## config.mk

```make
export PLATFORM = sky130hd
export DESIGN_NAME = traffic_light_monitor
export DESIGN_NICKNAME = d
export VERILOG_FILES = /design/src/rtl/traffic_light_monitor.sv
export SDC_FILE = /design/constraint.sdc
export NUM_CORES = 1
export LEC_CHECK = 0
export CAP_MARGIN = 40
export CORE_MARGIN = 10
export CORE_UTILIZATION = 30
export CTS_BUF_LIST = sky130_fd_sc_hd__clkbuf_8
export CTS_CLUSTER_SIZE = 12
export DETAILED_ROUTE_END_ITERATION = 16
export DONT_BUFFER_PORTS = 1
export PLACE_DENSITY = 0.5
export SETUP_SLACK_MARGIN = 0.3
export SLEW_MARGIN = 5
export SYNTH_ARGS = -nofsm -noshare
export SYNTH_HDL_FRONTEND = slang
export SYNTH_SLANG_ARGS = --single-unit
```

## constraint.sdc

```tcl
create_clock -name clk -period 5.8 [get_ports clk]
set_clock_uncertainty 0.1 [all_clocks]
set_input_delay 1.74 -clock clk [delete_from_list [all_inputs] [get_ports clk]]
set_output_delay 1.74 -clock clk [all_outputs]
set_load 0.02 [all_outputs]
```

## src/rtl/traffic_light_monitor.sv

```systemverilog
// Passive safety watchdog for the traffic-light controller buses: checks encoding,
// right-of-way conflicts, colour sequencing and dwell times; never drives the lights.
module traffic_light_monitor #(
  parameter int unsigned YELLOW_MIN = 3,
  parameter int unsigned GREEN_MAX  = 60,
  parameter int unsigned RED_MAX    = 120,
  parameter int unsigned DWELL_W    = 8,
  parameter int unsigned CNT_W      = 8
) (
  input  logic             clk,
  input  logic             rst,
  input  logic             en,
  input  logic             clr,
  input  logic [2:0]       light_M1,
  input  logic [2:0]       light_M2,
  input  logic [2:0]       light_MT,
  input  logic [2:0]       light_S,
  output logic [3:0]       err_encoding,
  output logic             err_conflict,
  output logic [3:0]       err_sequence,
  output logic [3:0]       err_timing,
  output logic             err_any,
  output logic [CNT_W-1:0] err_count,
  output logic [2:0]       first_err_code,
  output logic [15:0]      cycle_count
);

  localparam int unsigned NR = 4;
  localparam logic [2:0] RED = 3'b100;
  localparam logic [2:0] YEL = 3'b010;
  localparam logic [2:0] GRN = 3'b001;
  localparam logic [DWELL_W-1:0] DWELL_SAT = {DWELL_W{1'b1}};
  localparam logic [CNT_W-1:0]   CNT_SAT   = {CNT_W{1'b1}};

  logic [2:0]         prev_col  [NR];
  logic [DWELL_W-1:0] dwell     [NR];
  logic [NR-1:0]      prev_valid;

  logic [2:0]         lights    [NR];
  logic [DWELL_W-1:0] dwell_nxt [NR];
  logic [NR-1:0]      legal, same, changed;
  logic [NR-1:0]      enc_hit, seq_hit, tim_hit;
  logic               conf_hit, cyc_hit, fire;
  logic               s_gy, main_gy, mt_m2_green;
  logic [3:0]         enc_nxt, seq_nxt, tim_nxt;
  logic               conf_nxt;
  logic [CNT_W-1:0]   cnt_base, cnt_nxt;
  logic [2:0]         code_nxt;

  // Per-road encoding, sequence and dwell evaluation against registered history
  always_comb begin
    lights[0] = light_M1;
    lights[1] = light_M2;
    lights[2] = light_MT;
    lights[3] = light_S;
    legal   = '0;
    same    = '0;
    changed = '0;
    enc_hit = '0;
    seq_hit = '0;
    tim_hit = '0;
    for (int i = 0; i < NR; i++) begin
      dwell_nxt[i] = '0;
      legal[i]   = (lights[i] == RED) || (lights[i] == YEL) || (lights[i] == GRN);
      same[i]    = legal[i] && prev_valid[i] && (lights[i] == prev_col[i]);
      changed[i] = legal[i] && prev_valid[i] && (lights[i] != prev_col[i]);
      enc_hit[i] = !legal[i];
      if (same[i])
        dwell_nxt[i] = (dwell[i] == DWELL_SAT) ? dwell[i] : dwell[i] + DWELL_W'(1);
      else if (legal[i])
        dwell_nxt[i] = DWELL_W'(1);
      seq_hit[i] = changed[i] &&
                   !((prev_col[i] == GRN && lights[i] == YEL) ||
                     (prev_col[i] == YEL && lights[i] == RED) ||
                     (prev_col[i] == RED && lights[i] == GRN));
      // Limit hits fire only on the edge where dwell first reaches the limit
      tim_hit[i] = (changed[i] && prev_col[i] == YEL && dwell[i] < DWELL_W'(YELLOW_MIN)) ||
                   (legal[i] && lights[i] == GRN && dwell_nxt[i] == DWELL_W'(GREEN_MAX) &&
                    !(same[i] && dwell[i] == DWELL_W'(GREEN_MAX))) ||
                   (legal[i] && lights[i] == RED && dwell_nxt[i] == DWELL_W'(RED_MAX) &&
                    !(same[i] && dwell[i] == DWELL_W'(RED_MAX)));
    end
  end

  // Right-of-way conflicts, M1 cycle detection and error bookkeeping
  always_comb begin
    s_gy        = legal[3] && (lights[3] != RED);
    main_gy     = (legal[0] && lights[0] != RED) || (legal[1] && lights[1] != RED) ||
                  (legal[2] && lights[2] != RED);
    mt_m2_green = legal[2] && legal[1] && (lights[2] == GRN) && (lights[1] == GRN);
    conf_hit    = (s_gy && main_gy) || mt_m2_green;
    cyc_hit     = changed[0] && (prev_col[0] == RED) && (lights[0] == GRN);
    fire        = (|enc_hit) || conf_hit || (|seq_hit) || (|tim_hit);

    enc_nxt  = (clr ? 4'b0 : err_encoding) | enc_hit;
    conf_nxt = (clr ? 1'b0 : err_conflict) | conf_hit;
    seq_nxt  = (clr ? 4'b0 : err_sequence) | seq_hit;
    tim_nxt  = (clr ? 4'b0 : err_timing)   | tim_hit;

    cnt_base = clr ? '0 : err_count;
    cnt_nxt  = cnt_base;
    if (fire && cnt_base != CNT_SAT)
      cnt_nxt = cnt_base + CNT_W'(1);

    code_nxt = clr ? 3'd0 : first_err_code;
    if (fire && cnt_base == '0) begin
      if (|enc_hit)      code_nxt = 3'd1;
      else if (conf_hit) code_nxt = 3'd2;
      else if (|seq_hit) code_nxt = 3'd3;
      else               code_nxt = 3'd4;
    end
  end

  // History and sticky error registers; everything freezes and history drops while disabled
  always_ff @(posedge clk or negedge rst) begin
    if (!rst) begin
      prev_valid     <= '0;
      err_encoding   <= '0;
      err_conflict   <= 1'b0;
      err_sequence   <= '0;
      err_timing     <= '0;
      err_any        <= 1'b0;
      err_count      <= '0;
      first_err_code <= '0;
      cycle_count    <= '0;
      for (int i = 0; i < NR; i++) begin
        prev_col[i] <= '0;
        dwell[i]    <= '0;
      end
    end else if (!en) begin
      prev_valid <= '0;
      for (int i = 0; i < NR; i++) dwell[i] <= '0;
    end else begin
      prev_valid     <= legal;
      err_encoding   <= enc_nxt;
      err_conflict   <= conf_nxt;
      err_sequence   <= seq_nxt;
      err_timing     <= tim_nxt;
      err_any        <= (|enc_nxt) || conf_nxt || (|seq_nxt) || (|tim_nxt);
      err_count      <= cnt_nxt;
      first_err_code <= code_nxt;
      if (cyc_hit) cycle_count <= cycle_count + 16'd1;
      for (int i = 0; i < NR; i++) begin
        prev_col[i] <= lights[i];
        dwell[i]    <= dwell_nxt[i];
      end
    end
  end

endmodule
```

==> impl_metrics.json, run 1 <==
{
  "rr_startpoint": "dwell[0]",
  "grt_max_degree": 90,
  "clock_latency_ns": 0.38,
  "gp_congestion": 0.8785,
  "cp-end-kind": "flop",
  "drtPass1Iterations": 6,
  "dieArea_sq_um": 24400,
  "cp-start-kind": "primary input",
  "tightest_slew_ns": 0.6986,
  "syn_inst": 592,
  "synth_top_area_share_pct": 40.02,
  "arrival_ns": 3.92,
  "drc": 0,
  "synth_xor_area_share_pct": 6.879,
  "slowest_stage": "or3_4",
  "setup_tns_ns": 0,
  "yosysWarningCount": 0,
  "synthArstFlopShare_pct": 100.0,
  "num_rows": 49,
  "final_util_pct": 32.44,
  "fmax_mhz": 267.3,
  "boundaryPins": 57,
  "synth_area_leaders": "dfrtp_1 40%, xnor2_1 4.7%, nor2_1 3.2%",
  "die_h_um": 156.2,
  "power.total_mw": 1.277,
  "yosys.area_share.simple_pct": 27.79,
  "powerDensity_nw_per_um2": 217.6,
  "maxCapViolCount": 0,
  "final.min_clock_period_ns": 3.742,
  "grt_pass1_wl_um": 22440,
  "drive_gt1_share_pct": 9.756,
  "path_class": "in -> reg",
  "synthAdderAreaFrac_pct": 2.473,
  "startpoint": "light_M1[0]",
  "multi_input_area_sq_um": 3058,
  "clockBufferDepth": 2,
  "insertedDiodeCount": 0,
  "wl_per_cell_um": 17.57,
  "seqCellArea_sq_um": 2227,
  "port_buffers": 0,
  "htreeDepth": 3,
  "final_hold_viol_count": 0,
  "syn-num-nets": 619,
  "vias": 4326,
  "ctsHoldBuffers": 0,
  "synth_top_family_by_area": "simple AND/OR/NAND/NOR gates",
  "seq_area_frac_synth_pct": 40.02,
  "outcome": "finished clean",
  "grt_pass1_vias": 4092,
  "cts_buffers": 9,
  "slowest_delay_ns": 0.43,
  "start_util_pct": 30.77,
  "path_clk_slew_ns": 0.10,
  "root_buffer": "clkbuf_8",
  "grt-ovfl-total": 0,
  "via_per_inst": 5.387,
  "slew_headroom_pct": 53.32,
  "place_hpwl_um": 10310,
  "ys.flop_type": "dfrtp_1",
  "ir_worst_vdd_v": 0.00009766,
  "rr_worst_depth": 10,
  "drt_wl_total_um": 14110,
  "synth_edf_count": 0,
  "yosysTopAreaCell": "dfrtp_1",
  "muxShareOfSynthArea_pct": 4.631,
  "areaGrowthSynthToFinish_pct": 5.418,
  "ys_ff_latch": 89,
  "postRouteAntennaNets": 0,
  "ctsResizeCount": 0,
  "fillCellCount": 1863,
  "syn_area_sq_um": 5565,
  "cts_setup_buffers": 0,
  "cts_tree": "yes",
  "maxSlewViolCount": 0,
  "crit_path_max_fanout": 17,
  "synth_compound_area_share_pct": 13.17,
  "min_path_type": "reg -> reg",
  "crit_required_ns": 5.98,
  "rsz0062_at_grt": "no",
  "syn_avg_cell_area_sq_um": 9.401,
  "period_share_pct": 64.51,
  "antenna_found_initial": 0,
  "first_iter_violations": 253,
  "leakagePower_nw": 2.260,
  "nNetsFinal": 596,
  "holdCritStartpoint": "dwell[25]",
  "die_w_um": 156.2,
  "finalSetupViolCount": 0,
  "core_area_sq_um": 18090,
  "synthDistinctLibCells": 74,
  "grtUsageTotal_pct": 11.49,
  "crit_chain": "nor3b_2 > o21bai_1 > nand4_1 > nand4_2 > or3_4 > nor3_4 > nand3b_4 > and4_1 > a221o_1",
  "hold_depth": 2,
  "clock-sinks": 89
}
[state kept, by name (all words and copies together) (netlist names)]
register and count:
err_timing 4, err_count 8, prev_valid 4, err_encoding 4, dwell 32, err_any 1
cycle_count 16, err_conflict 1, err_sequence 4, prev_col 12, first_err_code 3
[layout by cell type (no fill, tap or decap), drive strengths merged, types with 10 or more instances in the layout]
master / n
a31oi: 12
and3: 16
dfrtp: 89
ha: 11
inv: 29
mux2: 14
mux2i: 10
nand2: 42
nand2b: 13
nand3: 34
nand4: 18
nor2: 48
nor3: 18
nor4: 14
o21ai: 35
xnor2: 32
xor2: 10
[area by class of cell]
class                   count  share of cell area, %
clock buffers               9                  2.111
clock inverters             7                  1.194
inverters                  27                  1.727
multi-input cells         442                  52.12
flip-flops and latches     89                  37.96
well taps                 229                  4.884
[per-stage QoR]
| stage | instances | hold WS (ns) | setup WS, ns | cell area (sq um) |
|---|---|---|---|---|
| after floorplan | 592 | 0.4396 | 1.851 | 5565 |
| after global placement | 787 | 0.4666 | 1.711 | 5673 |
| after detailed placement | 787 | 0.4743 | 1.650 | 5673 |
| after CTS | 803 | 0.4868 | 2.073 | 5867 |
| after global routing | 803 | 0.5286 | 1.883 | 5867 |
| final | 803 | 0.4842 | 2.058 | 5867 |
[logic make-up (layout without fill, tap and decap cells)]
| logic type | Yosys count | after routing |
|---|---|---|
| AO/OA/AOI/OAI | 104 | 104 |
| XOR/XNOR | 42 | 42 |
| adder cells (fa/ha/maj) | 11 | 11 |
| buffers and inverters | 61 | 43 |
| flip-flops | 89 | 89 |
| multiplexers | 24 | 24 |
| AND/OR/NAND/NOR | 261 | 261 |
[where the power goes]
part / switching [mW] / internal [mW] / leakage [nW]
clock network: 0.237 / 0.199 / 0.105
registers: 0.0686 / 0.650 / 1.18
logic: 0.0605 / 0.0613 / 0.976
total: 0.367 / 0.910 / 2.26
[critical path, delay by kind of cell]
kind             cells  cell delay (ns)
AND/OR/NAND/NOR      7             1.63
AO/OA/AOI/OAI        2             0.54
[metal layers]
metal | global-route usage (%) | vias up | routed length (um)
li1 | - | 2101 | -
met1 | 13.82 | 2118 | 6297
met2 | 17.92 | 94 | 6409
met3 | 5.707 | 13 | 1212
met4 | 2.921 | 0 | 187
met5 | 0 | - | 0
[cells in the mapped netlist (11+ instances only)]
library cell   n
a31oi_1       12
and3_1        16
buf_2         22
dfrtp_1       89
ha_1          11
inv_1         27
mux2_2        14
nand2_1       42
nand2b_1      13
nand3_1       33
nand4_1       14
nor2_1        48
nor3_1        14
nor4_1        12
o21ai_0       34
xnor2_1       30
[worst paths after layout]
| path | end | slack (ns) |
|---|---|---|
| worst max-delay path | err_count[4] | 2.06 |
| worst min-delay path | dwell[25] | 0.48 |
| worst max register to register | err_count[4] | 2.62 |
| worst min register to register | dwell[25] | 0.48 |
| max in group asynchronous | dwell[26] | 4.51 |
| min in group asynchronous | dwell[19] | 0.94 |
No activity file was read; power rests on OpenSTA's default activity.
==> run 2, diff against run 1 <==
--- a/config.mk
+++ b/config.mk
@@ -12,7 +12,7 @@
 export CTS_CLUSTER_SIZE = 12
 export DETAILED_ROUTE_END_ITERATION = 16
 export DONT_BUFFER_PORTS = 1
-export PLACE_DENSITY = 0.5
+export PLACE_DENSITY = 0.51
 export SETUP_SLACK_MARGIN = 0.3
 export SLEW_MARGIN = 5
 export SYNTH_ARGS = -nofsm -noshare
==> constraint.sdc (replaced) <==
create_clock -name clk -period 3.26 [get_ports clk]
set_clock_uncertainty 0.1 [all_clocks]
set_input_delay 0.978 -clock clk [delete_from_list [all_inputs] [get_ports clk]]
set_output_delay 0.978 -clock clk [all_outputs]
set_load 0.02 [all_outputs]
==> impl_metrics.json, run 2 (synthesized netlist as in run 1, its figures left out) <==
{
  "slew_headroom_pct": 56.82,
  "drt_wl_total_um": 14780,
  "cts_buffers": 9,
  "setup_tns_ns": 0,
  "crit_chain": "ha_4 > nand3_1 > buf_4 > o2111ai_1 > xor2_1 > a221oi_2 > a31o_2 > nor3_4 > nand3b_4 > a311o_1 > o211ai_1",
  "drc": 0,
  "htreeDepth": 3,
  "drive_gt1_share_pct": 21.43,
  "path_buf_inv": 1,
  "top_regs": "dwell (32), cycle_count (16), prev_col (12)",
  "cp-end-kind": "flop",
  "rsz0062_at_grt": "yes",
  "layout_common_cells": "76 x dfrtp_1, 46 x nor2_1, 42 x nand2_1",
  "cp-start-kind": "flop",
  "root_buffer": "clkbuf_8",
  "slowest_delay_ns": 0.43,
  "die_w_um": 156.2,
  "clock_latency_ns": 0.38,
  "start_util_pct": 30.77,
  "vias": 4515,
  "port_buffers": 0,
  "period_share_pct": 87.39,
  "rr_worst_depth": 11,
  "crit_path_max_fanout": 6,
  "final.min_clock_period_ns": 2.849,
  "clockBufferDepth": 2,
  "insertedDiodeCount": 0,
  "r2r_end": "err_count[3]",
  "grt_pass1_vias": 4369,
  "fin_hold_ws_ns": 0.1808,
  "top_register": "dwell",
  "grt_max_degree": 90,
  "via_per_inst": 5.433,
  "maxCapViolCount": 0,
  "outcome": "finished clean",
  "wl_per_cell_um": 17.78,
  "gp_congestion": 0.8524,
  "final_common_cell": "dfrtp_1",
  "place_hpwl_um": 10440,
  "num_rows": 49,
  "first_iter_violations": 245,
  "finalSetupViolCount": 0,
  "fmax_mhz": 351.0,
  "leakagePower_nw": 2.472,
  "crit_required_ns": 3.45,
  "clock-sinks": 89,
  "rr_startpoint": "dwell[25]",
  "path_class": "reg -> reg",
  "antenna_found_initial": 0,
  "tightest_slew_ns": 0.6462,
  "largest_reg_flops": 32,
  "arrival_ns": 3.04,
  "path_clk_slew_ns": 0.10,
  "boundaryPins": 57,
  "nNetsFinal": 624,
  "crit_family": "compound AO/OA/AOI/OAI gates",
  "final_hold_viol_count": 0,
  "areaGrowthSynthToFinish_pct": 16.84,
  "rrSetupSlack_ns": 0.41,
  "die_h_um": 156.2,
  "grt-ovfl-total": 0,
  "core_area_sq_um": 18090,
  "final_util_pct": 35.95,
  "min_path_type": "in -> async",
  "grt_pass1_wl_um": 23380,
  "slowest_stage": "dfrtp_2",
  "maxSlewViolCount": 0,
  "powerDensity_nw_per_um2": 396.9,
  "drtPass1Iterations": 4,
  "grtUsageTotal_pct": 11.87,
  "ir_worst_vdd_v": 0.0001902,
  "postRouteAntennaNets": 0,
  "cts_tree": "yes",
  "dieArea_sq_um": 24400
}
[run 2: worst max path at each step]
stage | start | to | slack, ns | cells after the start
after floorplan | light_MT[2] | err_count[4] | 0.13 | 9
after global placement | light_M2[1] | err_count[7] | 0.05 | 10
after detailed placement | light_MT[2] | err_count[7] | 0.03 | 9
after CTS | dwell[25] | err_count[7] | 0.30 | 11
after global routing | dwell[1] | err_count[3] | 0.25 | 11
final | dwell[25] | err_count[3] | 0.41 | 11
[run 2: through the flow]
step,instances,setup WS [ns],cell area (sq um),total power [mW]
after floorplan,592,0.1257,5734,1.499
after global routing,831,0.2452,6502,2.698
after CTS,823,0.3016,6259,2.618
final,831,0.4111,6502,2.581
after detailed placement,806,0.02518,5937,1.555
after global placement,806,0.04656,5937,1.547
[run 2: where the power goes]
| part | switching [mW] | internal, mW |
|---|---|---|
| Sequential | 0.124 | 1.16 |
| Combinational | 0.123 | 0.137 |
| Clock | 0.429 | 0.612 |
| Total | 0.676 | 1.90 |
[run 2: per-layer routing]
layer / part of all wire, % / vias to the layer above / GRT usage, %
li1: - / 2161 / -
met1: 45 / 2236 / 14.80
met2: 46 / 107 / 18.29
met3: 8.6 / 11 / 5.652
met4: 1.3 / 0 / 2.472
met5: 0 / - / 0
[run 2: timing repair]
action | 4_1_cts | 5_1_grt
hold buffers | 0 | 0
pin swaps | 0 | 12
buffers inserted | 1 | 7
cloned | 0 | 1
resized for setup | 9 | 45
setup endpoints to repair | 9 | 11
[run 2: area by class of cell]
cell class                 count  area [sq um]
clock inverter                 6         137.6
sequential                    89          2243
timing repair buffer          27         214.0
tap                          229         286.5
multi-input combinational    443          3382
fill                        1791         11580
clock buffer                  10         137.6
inverter                      27         101.3
[run 2: worst reg2reg max path: stages (launching register included)]
cell and delay (ns):
dfrtp_2 0.43, ha_4 0.19, nand3_1 0.09, buf_4 0.17, o2111ai_1 0.23, xor2_1 0.25, a221oi_2 0.06, a31o_2 0.30
nor3_4 0.30, nand3b_4 0.17, a311o_1 0.35, o211ai_1 0.11
==> run 3, diff against run 2 <==
--- a/config.mk
+++ b/config.mk
@@ -5,13 +5,14 @@
 export SDC_FILE = /design/constraint.sdc
 export NUM_CORES = 1
 export LEC_CHECK = 0
-export CAP_MARGIN = 40
+export CAP_MARGIN = 10
 export CORE_MARGIN = 10
 export CORE_UTILIZATION = 30
 export CTS_BUF_LIST = sky130_fd_sc_hd__clkbuf_8
 export CTS_CLUSTER_SIZE = 12
 export DETAILED_ROUTE_END_ITERATION = 16
 export DONT_BUFFER_PORTS = 1
+export MAX_ROUTING_LAYER = met4
 export PLACE_DENSITY = 0.51
 export SETUP_SLACK_MARGIN = 0.3
 export SLEW_MARGIN = 5
==> impl_metrics.json, run 3 (synthesized netlist as in run 1, its figures left out) <==
{
  "ctsHoldBuffers": 0,
  "dieArea_sq_um": 24400,
  "leakagePower_nw": 2.472,
  "slew_headroom_pct": 55.51,
  "layout_common_cells": "76 x dfrtp_1, 46 x nor2_1, 42 x nand2_1",
  "nNetsFinal": 624,
  "drt_wl_total_um": 14810,
  "crit_chain": "ha_4 > nand3_1 > buf_4 > o2111ai_1 > xor2_1 > a221oi_2 > a31o_2 > nor3_4 > nand3b_4 > a311o_1 > o211ai_1",
  "placed_cell_area_sq_um": 5937,
  "powerDensity_nw_per_um2": 397.1,
  "outcome": "finished clean",
  "maxCapViolCount": 0,
  "setup_tns_ns": 0,
  "final_hold_viol_count": 0,
  "final_common_cell": "dfrtp_1",
  "min_path_type": "in -> async",
  "maxSlewViolCount": 0,
  "fmax_mhz": 350.9,
  "rr_startpoint": "dwell[25]",
  "rsz0062_at_grt": "yes",
  "cp-end-kind": "flop",
  "rr_worst_depth": 11,
  "crit_required_ns": 3.45,
  "htreeDepth": 3,
  "boundaryPins": 57,
  "slowest_delay_ns": 0.43,
  "first_iter_violations": 249,
  "die_w_um": 156.2,
  "clock_latency_ns": 0.38,
  "start_util_pct": 30.77,
  "cts_buffers": 9,
  "arrival_ns": 3.04,
  "gp_congestion": 0.8658,
  "crit_end": "err_count[3]",
  "period_share_pct": 87.41,
  "postRouteAntennaNets": 0,
  "core_area_sq_um": 18090,
  "crit_family": "compound AO/OA/AOI/OAI gates",
  "finalSetupViolCount": 0,
  "final.min_clock_period_ns": 2.850,
  "power.total_mw": 2.582,
  "antenna_found_initial": 0,
  "root_buffer": "clkbuf_8",
  "path_clk_slew_ns": 0.10,
  "cp-start-kind": "flop",
  "vias": 4531,
  "grt_pass1_vias": 4367,
  "drc": 0,
  "wl_per_cell_um": 17.82,
  "critical_path_cell_count": 11,
  "startpoint": "dwell[25]",
  "top_regs": "dwell (32), cycle_count (16), prev_col (12)",
  "clock-sinks": 89,
  "drive_gt1_share_pct": 21.43,
  "path_class": "reg -> reg",
  "grt-ovfl-total": 0,
  "grt_pass1_wl_um": 23360,
  "fin_area_sq_um": 6502,
  "place_hpwl_um": 10440,
  "top_register": "dwell",
  "num_rows": 49,
  "clockBufferDepth": 2,
  "crit_path_max_fanout": 6,
  "ir_worst_vdd_v": 0.0001902,
  "drtPass1Iterations": 4,
  "final_util_pct": 35.95,
  "grt_max_degree": 90,
  "fillCellCount": 1790,
  "rrSetupSlack_ns": 0.41,
  "path_buf_inv": 1,
  "fin_hold_ws_ns": 0.1772,
  "tightest_slew_ns": 0.6657,
  "via_per_inst": 5.452,
  "grtUsageTotal_pct": 12.19,
  "port_buffers": 0,
  "cts_tree": "yes",
  "largest_reg_flops": 32,
  "r2r_end": "err_count[3]",
  "die_h_um": 156.2,
  "areaGrowthSynthToFinish_pct": 16.84,
  "slowest_stage": "dfrtp_2",
  "insertedDiodeCount": 0
}
run 3: cell counts in the layout (fill, tap and decap cells not counted):
Identical to the previous run, type by type.
run 3: final cells by class:
cell class / instances / area, sq um / area share, %
Tap cell: 229 / 286.5 / 4.406
Inverter: 27 / 101.3 / 1.559
Multi-Input combinational cell: 443 / 3382 / 52.01
Sequential cell: 89 / 2243 / 34.50
Timing Repair Buffer: 27 / 214.0 / 3.290
Clock buffer: 10 / 137.6 / 2.117
Clock inverter: 6 / 137.6 / 2.117
run 3: worst reg2reg max path: stages, from the launching register on:
cell,delay [ns]
dfrtp_2,0.43
ha_4,0.19
nand3_1,0.09
buf_4,0.17
o2111ai_1,0.23
xor2_1,0.25
a221oi_2,0.06
a31o_2,0.30
nor3_4,0.31
nand3b_4,0.16
a311o_1,0.35
o211ai_1,0.11
run 3: how the worst min path moves through the flow:
stage	endpoint	slack (ns)	startpoint	depth (start not counted)
6_report	dwell[3]	0.18	rst	0
5_1_grt	dwell[3]	0.14	rst	0
4_1_cts	dwell[3]	0.15	rst	0
3_5_place_dp	prev_col[1]	0.47	prev_col[1]	1
3_3_place_gp	prev_col[1]	0.46	prev_col[1]	1
2_1_floorplan	prev_col[1]	0.44	prev_col[1]	1
run 3: metal layers:
metal  wire length [um]  global-route usage, %  share of wire [%]  up-vias
li1                   -                      -                  -     2164
met4                163                  2.472                1.1        0
met1               6463                  14.66                 44     2258
met3               1394                  5.762                9.4        8
met2               6786                  18.31                 46      101
met5                  0                      -                  0        -
run 3: per-stage QoR:
step	worst slack, ns	std cells
final	0.4104	831
after global routing	0.2449	831
after CTS	0.3016	823
after detailed placement	0.02518	806
after global placement	0.04656	806
after floorplan	0.1257	592
run 3: what timing repair did:
item | CTS | global route
setup buffers | 1 | 7
pin swaps | 0 | 13
setup endpoints to repair | 9 | 11
gates cloned | 0 | 1
resized for setup | 9 | 45
run 3: where the power goes:
group / switching [mW] / total (mW) / internal, mW
sequential: 0.124 / 1.28 / 1.16
clock: 0.430 / 1.04 / 0.612
combinational: 0.124 / 0.260 / 0.137
total: 0.678 / 2.58 / 1.90
